==> config.mk <==
export PLATFORM = sky130hd
export DESIGN_NAME = mips_multicycle_core
export DESIGN_NICKNAME = d
export VERILOG_FILES = /design/src/rtl/mips_multicycle_core.sv
export SDC_FILE = /design/constraint.sdc
export NUM_CORES = 2
export LEC_CHECK = 0
export BUFFER_PORTS_ARGS = -buffer_cell sky130_fd_sc_hd__clkbuf_2
export CAP_MARGIN = 40
export CORE_MARGIN = 2
export CORE_UTILIZATION = 55
export CTS_CLUSTER_DIAMETER = 120
export DETAILED_ROUTE_END_ITERATION = 16
export MAX_ROUTING_LAYER = met4
export PLACE_DENSITY = 0.69
export SLEW_MARGIN = 20
export SYNTH_ARGS = -nofsm -noshare
export SYNTH_HDL_FRONTEND = slang
export SYNTH_SLANG_ARGS = --single-unit
export TNS_END_PERCENT = 10
==> constraint.sdc <==
create_clock -name clk -period 6.3 [get_ports clk]
set_clock_uncertainty 0.2 [all_clocks]
set_input_delay 1.26 -clock clk [delete_from_list [all_inputs] [get_ports clk]]
set_output_delay 1.26 -clock clk [all_outputs]
set_load 0.1 [all_outputs]
==> src/rtl/mips_multicycle_core.sv <==
// Multicycle MIPS-subset core: one FSM walks FETCH..WB over a shared ALU and regfile,
// using a single req/ack memory port that tolerates wait states.
module mips_multicycle_core #(
  parameter logic [31:0] RESET_PC = 32'h0000_0000,
  parameter int unsigned TIMEOUT  = 255,
  parameter int unsigned SEG_W    = 7
) (
  input  logic             clk,
  input  logic             rst,
  output logic             mem_req,
  output logic             mem_we,
  output logic [31:0]      mem_addr,
  output logic [31:0]      mem_wdata,
  input  logic [31:0]      mem_rdata,
  input  logic             mem_ack,
  output logic [SEG_W-1:0] seg,
  output logic [31:0]      pc_out,
  output logic [31:0]      instret,
  output logic             halted,
  output logic [1:0]       err
);

  typedef enum logic [3:0] {
    S_FETCH, S_DECODE, S_EXEC, S_ADDIEX, S_ALUWB, S_MEMADR,
    S_MEMRD, S_MEMWB, S_MEMWR, S_BRANCH, S_JUMP, S_HALT
  } state_t;

  localparam logic [5:0] OP_RTYPE = 6'h00;
  localparam logic [5:0] OP_LW    = 6'h23;
  localparam logic [5:0] OP_SW    = 6'h2B;
  localparam logic [5:0] OP_BEQ   = 6'h04;
  localparam logic [5:0] OP_ADDI  = 6'h08;
  localparam logic [5:0] OP_J     = 6'h02;
  localparam logic [5:0] OP_HALT  = 6'h3F;

  state_t state_reg, state_next;

  logic [31:0] pc_reg, pc_next;
  logic [31:0] ir_reg, mdr_reg, a_reg, b_reg;
  logic [31:0] alu_reg, alu_next, alu_result;
  logic [31:0] rf [32];

  logic             req_reg, req_next, we_reg, we_next;
  logic [31:0]      addr_reg, addr_next, wdata_reg, wdata_next;
  logic [SEG_W-1:0] seg_reg, seg_next;
  logic [31:0]      instret_reg, instret_next;
  logic             halted_reg, halted_next;
  logic [1:0]       err_reg, err_next;
  logic [31:0]      wait_cnt_reg, wait_cnt_next;

  logic        rf_we;
  logic [4:0]  rf_waddr;
  logic [31:0] rf_wdata;

  logic [5:0]  op, funct;
  logic [4:0]  rs, rt, rd;
  logic [31:0] imm_sext;
  logic        funct_ok, op_legal, ack_ok, timeout_hit;

  assign op       = ir_reg[31:26];
  assign rs       = ir_reg[25:21];
  assign rt       = ir_reg[20:16];
  assign rd       = ir_reg[15:11];
  assign funct    = ir_reg[5:0];
  assign imm_sext = {{16{ir_reg[15]}}, ir_reg[15:0]};

  assign funct_ok = funct inside {6'h20, 6'h22, 6'h24, 6'h25, 6'h2A};
  assign op_legal = (op == OP_RTYPE) ? funct_ok
                  : (op inside {OP_LW, OP_SW, OP_BEQ, OP_ADDI, OP_J, OP_HALT});
  // An ack only counts while a request is actually outstanding.
  assign ack_ok      = req_reg && mem_ack;
  assign timeout_hit = (TIMEOUT != 0) && req_reg && !mem_ack && (wait_cnt_reg == TIMEOUT - 1);

  always_comb begin
    alu_result = '0;
    case (funct)
      6'h20:   alu_result = a_reg + b_reg;
      6'h22:   alu_result = a_reg - b_reg;
      6'h24:   alu_result = a_reg & b_reg;
      6'h25:   alu_result = a_reg | b_reg;
      6'h2A:   alu_result = ($signed(a_reg) < $signed(b_reg)) ? 32'd1 : 32'd0;
      default: alu_result = '0;
    endcase
  end

  always_ff @(posedge clk or negedge rst) begin
    if (!rst) state_reg <= S_FETCH;
    else      state_reg <= state_next;
  end

  always_comb begin
    state_next = state_reg;
    case (state_reg)
      S_FETCH:  if (ack_ok) state_next = S_DECODE;
                else if (timeout_hit) state_next = S_HALT;
      S_DECODE: begin
        if (!op_legal) state_next = S_HALT;
        else begin
          case (op)
            OP_RTYPE:     state_next = S_EXEC;
            OP_ADDI:      state_next = S_ADDIEX;
            OP_LW, OP_SW: state_next = S_MEMADR;
            OP_BEQ:       state_next = S_BRANCH;
            OP_J:         state_next = S_JUMP;
            default:      state_next = S_HALT;
          endcase
        end
      end
      S_EXEC, S_ADDIEX: state_next = S_ALUWB;
      S_MEMADR: state_next = (op == OP_LW) ? S_MEMRD : S_MEMWR;
      S_MEMRD:  if (ack_ok) state_next = S_MEMWB;
                else if (timeout_hit) state_next = S_HALT;
      S_MEMWR:  if (ack_ok) state_next = S_FETCH;
                else if (timeout_hit) state_next = S_HALT;
      S_ALUWB, S_MEMWB, S_BRANCH, S_JUMP: state_next = S_FETCH;
      S_HALT:   state_next = S_HALT;
      default:  state_next = S_HALT;
    endcase
  end

  always_comb begin
    pc_next       = pc_reg;
    alu_next      = alu_reg;
    seg_next      = seg_reg;
    instret_next  = instret_reg;
    err_next      = err_reg;
    rf_we         = 1'b0;
    rf_waddr      = rt;
    rf_wdata      = alu_reg;
    wait_cnt_next = (req_reg && !mem_ack) ? wait_cnt_reg + 32'd1 : '0;
    case (state_reg)
      S_FETCH:  if (ack_ok) pc_next = pc_reg + 32'd4;
                else if (timeout_hit) err_next = 2'd2;
      S_DECODE: if (!op_legal) err_next = 2'd1;
      S_EXEC:   alu_next = alu_result;
      S_ADDIEX: alu_next = a_reg + imm_sext;
      S_ALUWB: begin
        rf_we    = 1'b1;
        rf_waddr = (op == OP_RTYPE) ? rd : rt;
      end
      S_MEMRD:  if (timeout_hit) err_next = 2'd2;
      S_MEMWB: begin
        rf_we    = 1'b1;
        rf_wdata = mdr_reg;
      end
      S_MEMWR:  if (ack_ok) instret_next = instret_reg + 32'd1;
                else if (timeout_hit) err_next = 2'd2;
      S_BRANCH: begin
        instret_next = instret_reg + 32'd1;
        if (a_reg == b_reg) pc_next = pc_reg + (imm_sext << 2);
      end
      S_JUMP: begin
        instret_next = instret_reg + 32'd1;
        pc_next      = {pc_reg[31:28], ir_reg[25:0], 2'b00};
      end
      default: ;
    endcase
    // seg mirrors the write data even when $0 swallows the write.
    if (rf_we) begin
      seg_next     = rf_wdata[SEG_W-1:0];
      instret_next = instret_reg + 32'd1;
    end
    // Bus outputs are set up on entry to a memory state and held until the ack.
    req_next    = state_next inside {S_FETCH, S_MEMRD, S_MEMWR};
    we_next     = (state_next == S_MEMWR);
    addr_next   = addr_reg;
    wdata_next  = wdata_reg;
    if (state_next == S_FETCH)
      addr_next = pc_next & 32'hFFFF_FFFC;
    else if (state_next inside {S_MEMRD, S_MEMWR})
      addr_next = (a_reg + imm_sext) & 32'hFFFF_FFFC;
    if (state_next == S_MEMWR) wdata_next = b_reg;
    halted_next = (state_next == S_HALT);
  end

  always_ff @(posedge clk or negedge rst) begin
    if (!rst) begin
      for (int i = 0; i < 32; i++) rf[i] <= '0;
      a_reg <= '0;
      b_reg <= '0;
    end else begin
      if (rf_we && rf_waddr != 5'd0) rf[rf_waddr] <= rf_wdata;
      if (state_reg == S_DECODE) begin
        a_reg <= rf[rs];
        b_reg <= rf[rt];
      end
    end
  end

  always_ff @(posedge clk or negedge rst) begin
    if (!rst) begin
      pc_reg       <= RESET_PC;
      ir_reg       <= '0;
      mdr_reg      <= '0;
      alu_reg      <= '0;
      req_reg      <= 1'b0;
      we_reg       <= 1'b0;
      addr_reg     <= '0;
      wdata_reg    <= '0;
      seg_reg      <= '0;
      instret_reg  <= '0;
      halted_reg   <= 1'b0;
      err_reg      <= '0;
      wait_cnt_reg <= '0;
    end else begin
      if (state_reg == S_FETCH && ack_ok) ir_reg  <= mem_rdata;
      if (state_reg == S_MEMRD && ack_ok) mdr_reg <= mem_rdata;
      pc_reg       <= pc_next;
      alu_reg      <= alu_next;
      req_reg      <= req_next;
      we_reg       <= we_next;
      addr_reg     <= addr_next;
      wdata_reg    <= wdata_next;
      seg_reg      <= seg_next;
      instret_reg  <= instret_next;
      halted_reg   <= halted_next;
      err_reg      <= err_next;
      wait_cnt_reg <= wait_cnt_next;
    end
  end

  assign mem_req   = req_reg;
  assign mem_we    = we_reg;
  assign mem_addr  = addr_reg;
  assign mem_wdata = wdata_reg;
  assign seg       = seg_reg;
  assign pc_out    = pc_reg;
  assign instret   = instret_reg;
  assign halted    = halted_reg;
  assign err       = err_reg;

endmodule

**After elaboration in Yosys (flattened, before gate mapping)**

Index checks and enable logic that the tools add are counted.

- Bits in registers: 1360
- Input port bits: 35
- Output and inout bits: 140
- Logic and storage cells: 165

- Add/sub/neg operators: 7
- Order comparisons: 5
- Eq/ne operators: 31
- Mux-type cells: 38
- Bitwise operators: 5
- Reductions and logical operators: 30

Operator list:

| operator | count |
|---|---|
| bitwise mux 1024 bit | 1 |
| 2-to-1 mux 32 bit | 13 |
| binary-select mux 32 bit (select 5 bit) | 2 |
| demux 32 bit (select 5 bit) | 1 |
| one-hot mux 32 bit (5 select lines) | 1 |
| one-hot mux 32 bit (2 select lines) | 2 |
| adder 32 bit | 3 |
| one-hot mux 32 bit (3 select lines) | 1 |
| adder 32 x 1 -> 32 bit, second input constant | 2 |
| == test 6 bit, second input constant | 8 |
| adder 32 x 3 -> 32 bit, second input constant | 1 |
| bitwise AND 32 bit | 1 |
| == test 32 bit | 1 |
| == test 32 x 8 -> 1 bit, second input constant | 1 |
| < comparator 32 bit | 1 |
| bitwise OR 32 bit | 1 |
| subtractor 32 bit | 1 |
| one-hot mux 4 bit (7 select lines) | 1 |
| 2-to-1 mux 4 bit | 6 |
| == test 4 x 3 -> 1 bit, second input constant | 5 |
| == test 4 bit, second input constant | 5 |
| one-hot mux 4 bit (5 select lines) | 1 |
| greater-or-equal comparator 6 bit, second input constant | 3 |
| NOT 5 -> 6 bit | 3 |
| other kinds (24) | 51 |

**Logic depth before layout (Yosys ltp)**

- Word-level depth: 10
- Depth in mapped cells: 15
- Mapped depth without buffers: 13

**Worst setup path before layout**

OpenSTA, ideal clock, no wires.

- Path type: input to register
- Start: input port mem_ack
- End: register addr_reg[21] (netlist: mem_addr[21])
- Library setup time: 120 ps
- Arrival time: 3835 ps
- Required time: 5980 ps
- Slack: 2145 ps
- Stages: 11
- Path buffers: 2
- Path through: nand2b_1 -> clkbuf_1 -> or4_1 -> or4_4 -> o41ai_4 -> nor2_1 -> xnor2_2 -> nor2_1 -> clkbuf_1 -> o211ai_1 -> o21a_1

- Longest elaborated chain between the ends: 9
- Elaborated cells between the ends (all ways): 17
- Those cells by class: eq/ne (2); mux (8); reduce/logical (7)

Ends and longest elaborated chain:

| element | RTL line | text |
|---|---|---|
| start: declaration | 15 | `input logic mem_ack,` |
| logical NOT 1 bit | 72 | `assign timeout_hit = (TIMEOUT != 0) && req_reg && !mem_ack && (wait_cnt_reg == TIMEOUT - 1);` |
| logical AND 1 bit (2 in series) | 72 |  |
| 2-to-1 mux 4 bit | 95, 112, 114 |  |
| 2-to-1 mux 4 bit, on equally long branches | 113, 111, 94 |  |
| one-hot mux 4 bit (7 select lines) | 93 | `case (state_reg)` |
| == test 4 x 3 -> 1 bit or == test 4 bit (tied branches) | 170 | `else if (state_next inside {S_MEMRD, S_MEMWR})` |
| nonzero test 2 bit | 170 |  |
| nonzero test 2 bit (no line) | -- |  |
| end signal: assignment | 212 | `addr_reg <= addr_next;` |
| end: declaration | 44 | `logic [31:0] addr_reg, addr_next, wdata_reg, wdata_next;` |

Several ways; a longest one is shown, not always the timed one. The select of a mux whose other input is x is not followed.
A chain may end at the register's enable or synchronous reset.

**Worst setup path in the final report**

- Start: register a_reg[27]
- End: register addr_reg[13] (netlist: mem_addr[13])

- Longest elaborated chain between the ends: 4

Ends and longest elaborated chain:

| element | RTL line | text |
|---|---|---|
| start: declaration | 39 | `logic [31:0] ir_reg, mdr_reg, a_reg, b_reg;` |
| start signal: assignment | 184 | `a_reg <= rf[rs];` |
| == test 32 bit | 150 | `if (a_reg == b_reg) pc_next = pc_reg + (imm_sext << 2);` |
| 2-to-1 mux 32 bit | 150 |  |
| one-hot mux 32 bit (3 select lines) | 131 | `case (state_reg)` |
| via pc_next[13] | 38 | `logic [31:0] pc_reg, pc_next;` |
| 2-to-1 mux 32 bit | 168 | `if (state_next == S_FETCH)` |

The timed path passes the listed nets, and every way through them passes these cells. The select of a mux whose other input is x is not followed.

==> results.yml <==
cts:
  clock_sinks: 1356
  ctsRootBufferMaster: "clkbuf_16"
  cts_buffer_depth: 3
  htree_levels: 4
  cts_hold_buf: 0
  cts_tree: "yes"
  cts_resized: 0
  cts_buffers: 145
  postCtsSetupBuffers: 0
  clkTransAtPathRegs_ns: 0.06
  clk_latency_ns: 0.80
worst_setup_path:
  crit_path_max_fanout: 12
  start_kind: "flop"
  r2r_end: "mem_addr[13]"
  r2r_start: "a_reg[27]"
  end_kind: "flop"
  reg2reg_setup_slack_ns: 1.25
  required_ns: 6.74
  crit_arrival_ns: 5.49
  crit_type: "flop to flop"
  ff2ff_path_depth: 11
  cp-startpoint: "a_reg[27]"
timing:
  rsz0062_at_grt: "false"
  finalCriticalPeriod_ns: 5.05
  fmax_ghz: 0.198
  worst_pin_slew_ns: 1.06
  setup_viol: 0
  hold_viol: 0
  period_share: 0.802
  drv_slew: 0
  fin_tns_setup_ns: 0
  slew_headroom: 0.294
detailed_routing:
  first_pass_iters: 6
  drtIter0Drc: 7067
  ant_nets: 0
  wl_mm: 240
  viasPerCell: 6.62
  wire_per_inst_um: 27.6
  vias: 57753
  drc: 0
power:
  p_leak_nw: 35.3
  powerDensity_nw_per_um2: 217
  ir_drop_v: 0.000208
  total_power_mw: 17.9
final_layout:
  syn2layout_area_growth_pct: 11.0
  drive_gt1_frac: 0.196
  largest_register_ffs: 1024
  top_register: "rf"
  post-route-util: 0.616
  regArea_um2: 34000
  multi_input_area_um2: 38000
  fill_cells: 10631
  nets: 7051
logic_synthesis:
  synth_warnings: 0
  synth_seq_cells: 1356
  synth_edf_count: 0
  ys.flop_type: "dfrtp_1"
  ys_seq_area_frac: 0.456
  ys_types: 91
  synth_area_um2: 74400
  syn_inst: 6960
  syn_area_per_cell_um2: 10.7
  ys_async_sr_fraction: 1.00
global_routing:
  grt_pass1_wl_mm: 362
  grt_overflow: 0
  grt_usage: 0.363
  grt_pass1_vias: 56644
  grt_antenna_before_repair: 5
  grt_max_degree: 172
placement:
  dp_hpwl_mm: 157
  gp_congestion: 1.02
  place.port_buffers: 170
floorplanning:
  die_w_um: 372
  num_io_pins: 175
  coreArea_um2: 134000
  die_area_um2: 138000
  start_util: 0.556
  fp-row-count: 134
  die_y_um: 372
min_path:
  hp-class: "input pin to async pin"
run_status:
  status: "completed"
run:
  drv_cap: 0
-- worst max-delay path, cell delays in order, from the launching register on --
cell and delay (ns):
dfrtp_1 0.50, inv_1 0.08, ha_1 0.48, nor4_2 0.72, nand4b_1 0.34, or4_1 0.91, a21oi_2 0.58, o21ai_0 0.17
a221oi_1 0.25, o21ai_0 0.32, mux2i_1 0.26, a21oi_1 0.09
-- power by group --
group | total [mW] | switching, mW | internal [mW]
combinational | 0.217 | 0.193 | 0.0237
sequential | 8.71 | 0 | 8.71
clock | 9.00 | 3.68 | 5.31
total | 17.9 | 3.88 | 14.0
-- cells in the mapped netlist (44+ instances only) --
cell,n,area (um^2)
xnor2_1,90,788
nor3_1,44,220
buf_2,81,405
inv_1,125,469
nand3_1,77,385
ha_1,172,2150
clkbuf_1,450,1690
o21ai_0,575,2880
nor2_1,884,3320
mux2i_1,120,1200
xor2_1,50,438
a21oi_1,861,4310
nand2_1,743,2790
dfrtp_1,1356,33900
buf_1,81,304
mux4_2,640,14400
-- worst max-delay path by stage --
| stage | cells past startpoint | endpoint | slack, ns |
|---|---|---|---|
| after floorplan | 11 | mem_addr[21] | 2.14 |
| after global placement | 11 | mem_addr[9] | 1.10 |
| after detailed placement | 10 | mem_addr[16] | 1.37 |
| after CTS | 11 | mem_addr[9] | 1.37 |
| after global routing | 11 | mem_addr[13] | 0.99 |
| final | 11 | mem_addr[13] | 1.25 |
-- metal layers --
layer | vias to the layer above | track usage | share of wire
li1 | 24897 | - | -
met1 | 29182 | 0.480 | 0.39
met2 | 3092 | 0.543 | 0.46
met3 | 582 | 0.0878 | 0.10
met4 | 0 | 0.148 | 0.045
met5 | - | - | 0
-- stage by stage --
step | instances | area, um^2 | setup WS (ns) | hold WS (ns)
after global placement | 8423 | 77000 | 1.10 | 0.176
after global routing | 8718 | 82600 | 0.988 | 0.207
after floorplan | 6963 | 74400 | 2.14 | 0.238
after detailed placement | 8447 | 77400 | 1.37 | 0.182
after CTS | 8701 | 82400 | 1.37 | 0.189
final | 8719 | 82600 | 1.25 | 0.183
-- layout make-up --
cell class	instances	area share
multi-input cells	4860	0.460
flip-flops and latches	1356	0.411
clock buffers	202	0.0512
repair buffers	350	0.0358
well taps	1768	0.0268
clock inverters	52	0.00911
inverters	127	0.00583
diodes	4	0.000121
-- placed cells by master (no fill, tap or decap), types with 27 or more instances in the layout --
master / netlist / routed
nand4_1: 30 / 30
buf_4: 5 / 113
a21oi_1: 861 / 861
clkbuf_16: 0 / 149
buf_12: 0 / 46
nor2_1: 884 / 870
clkbuf_2: 0 / 170
o211ai_1: 27 / 27
mux2_2: 34 / 34
ha_1: 172 / 172
mux4_2: 640 / 640
nand2_1: 743 / 736
a21o_1: 28 / 28
and3_1: 31 / 31
o21ai_0: 575 / 575
mux2i_1: 120 / 88
xnor2_1: 90 / 90
dfrtp_1: 1356 / 1346
inv_1: 125 / 124
xor2_1: 50 / 50
nor3_1: 44 / 43
nand3_1: 77 / 76
clkbuf_8: 0 / 30
nor4_1: 28 / 27
a31oi_1: 34 / 34
-- logic make-up after synthesis --
| kind of cell | after synthesis | synth area share |
|---|---|---|
| simple gates | 1994 | 0.113 |
| buf+inv | 747 | 0.0396 |
| flops | 1356 | 0.456 |
| other cells | 1 | 0.0000504 |
| xor+xnor | 141 | 0.0167 |
| fa+ha+maj | 177 | 0.0301 |
| compound gates | 1750 | 0.130 |
| mux | 794 | 0.215 |
(Power assumes the default switching activity.)
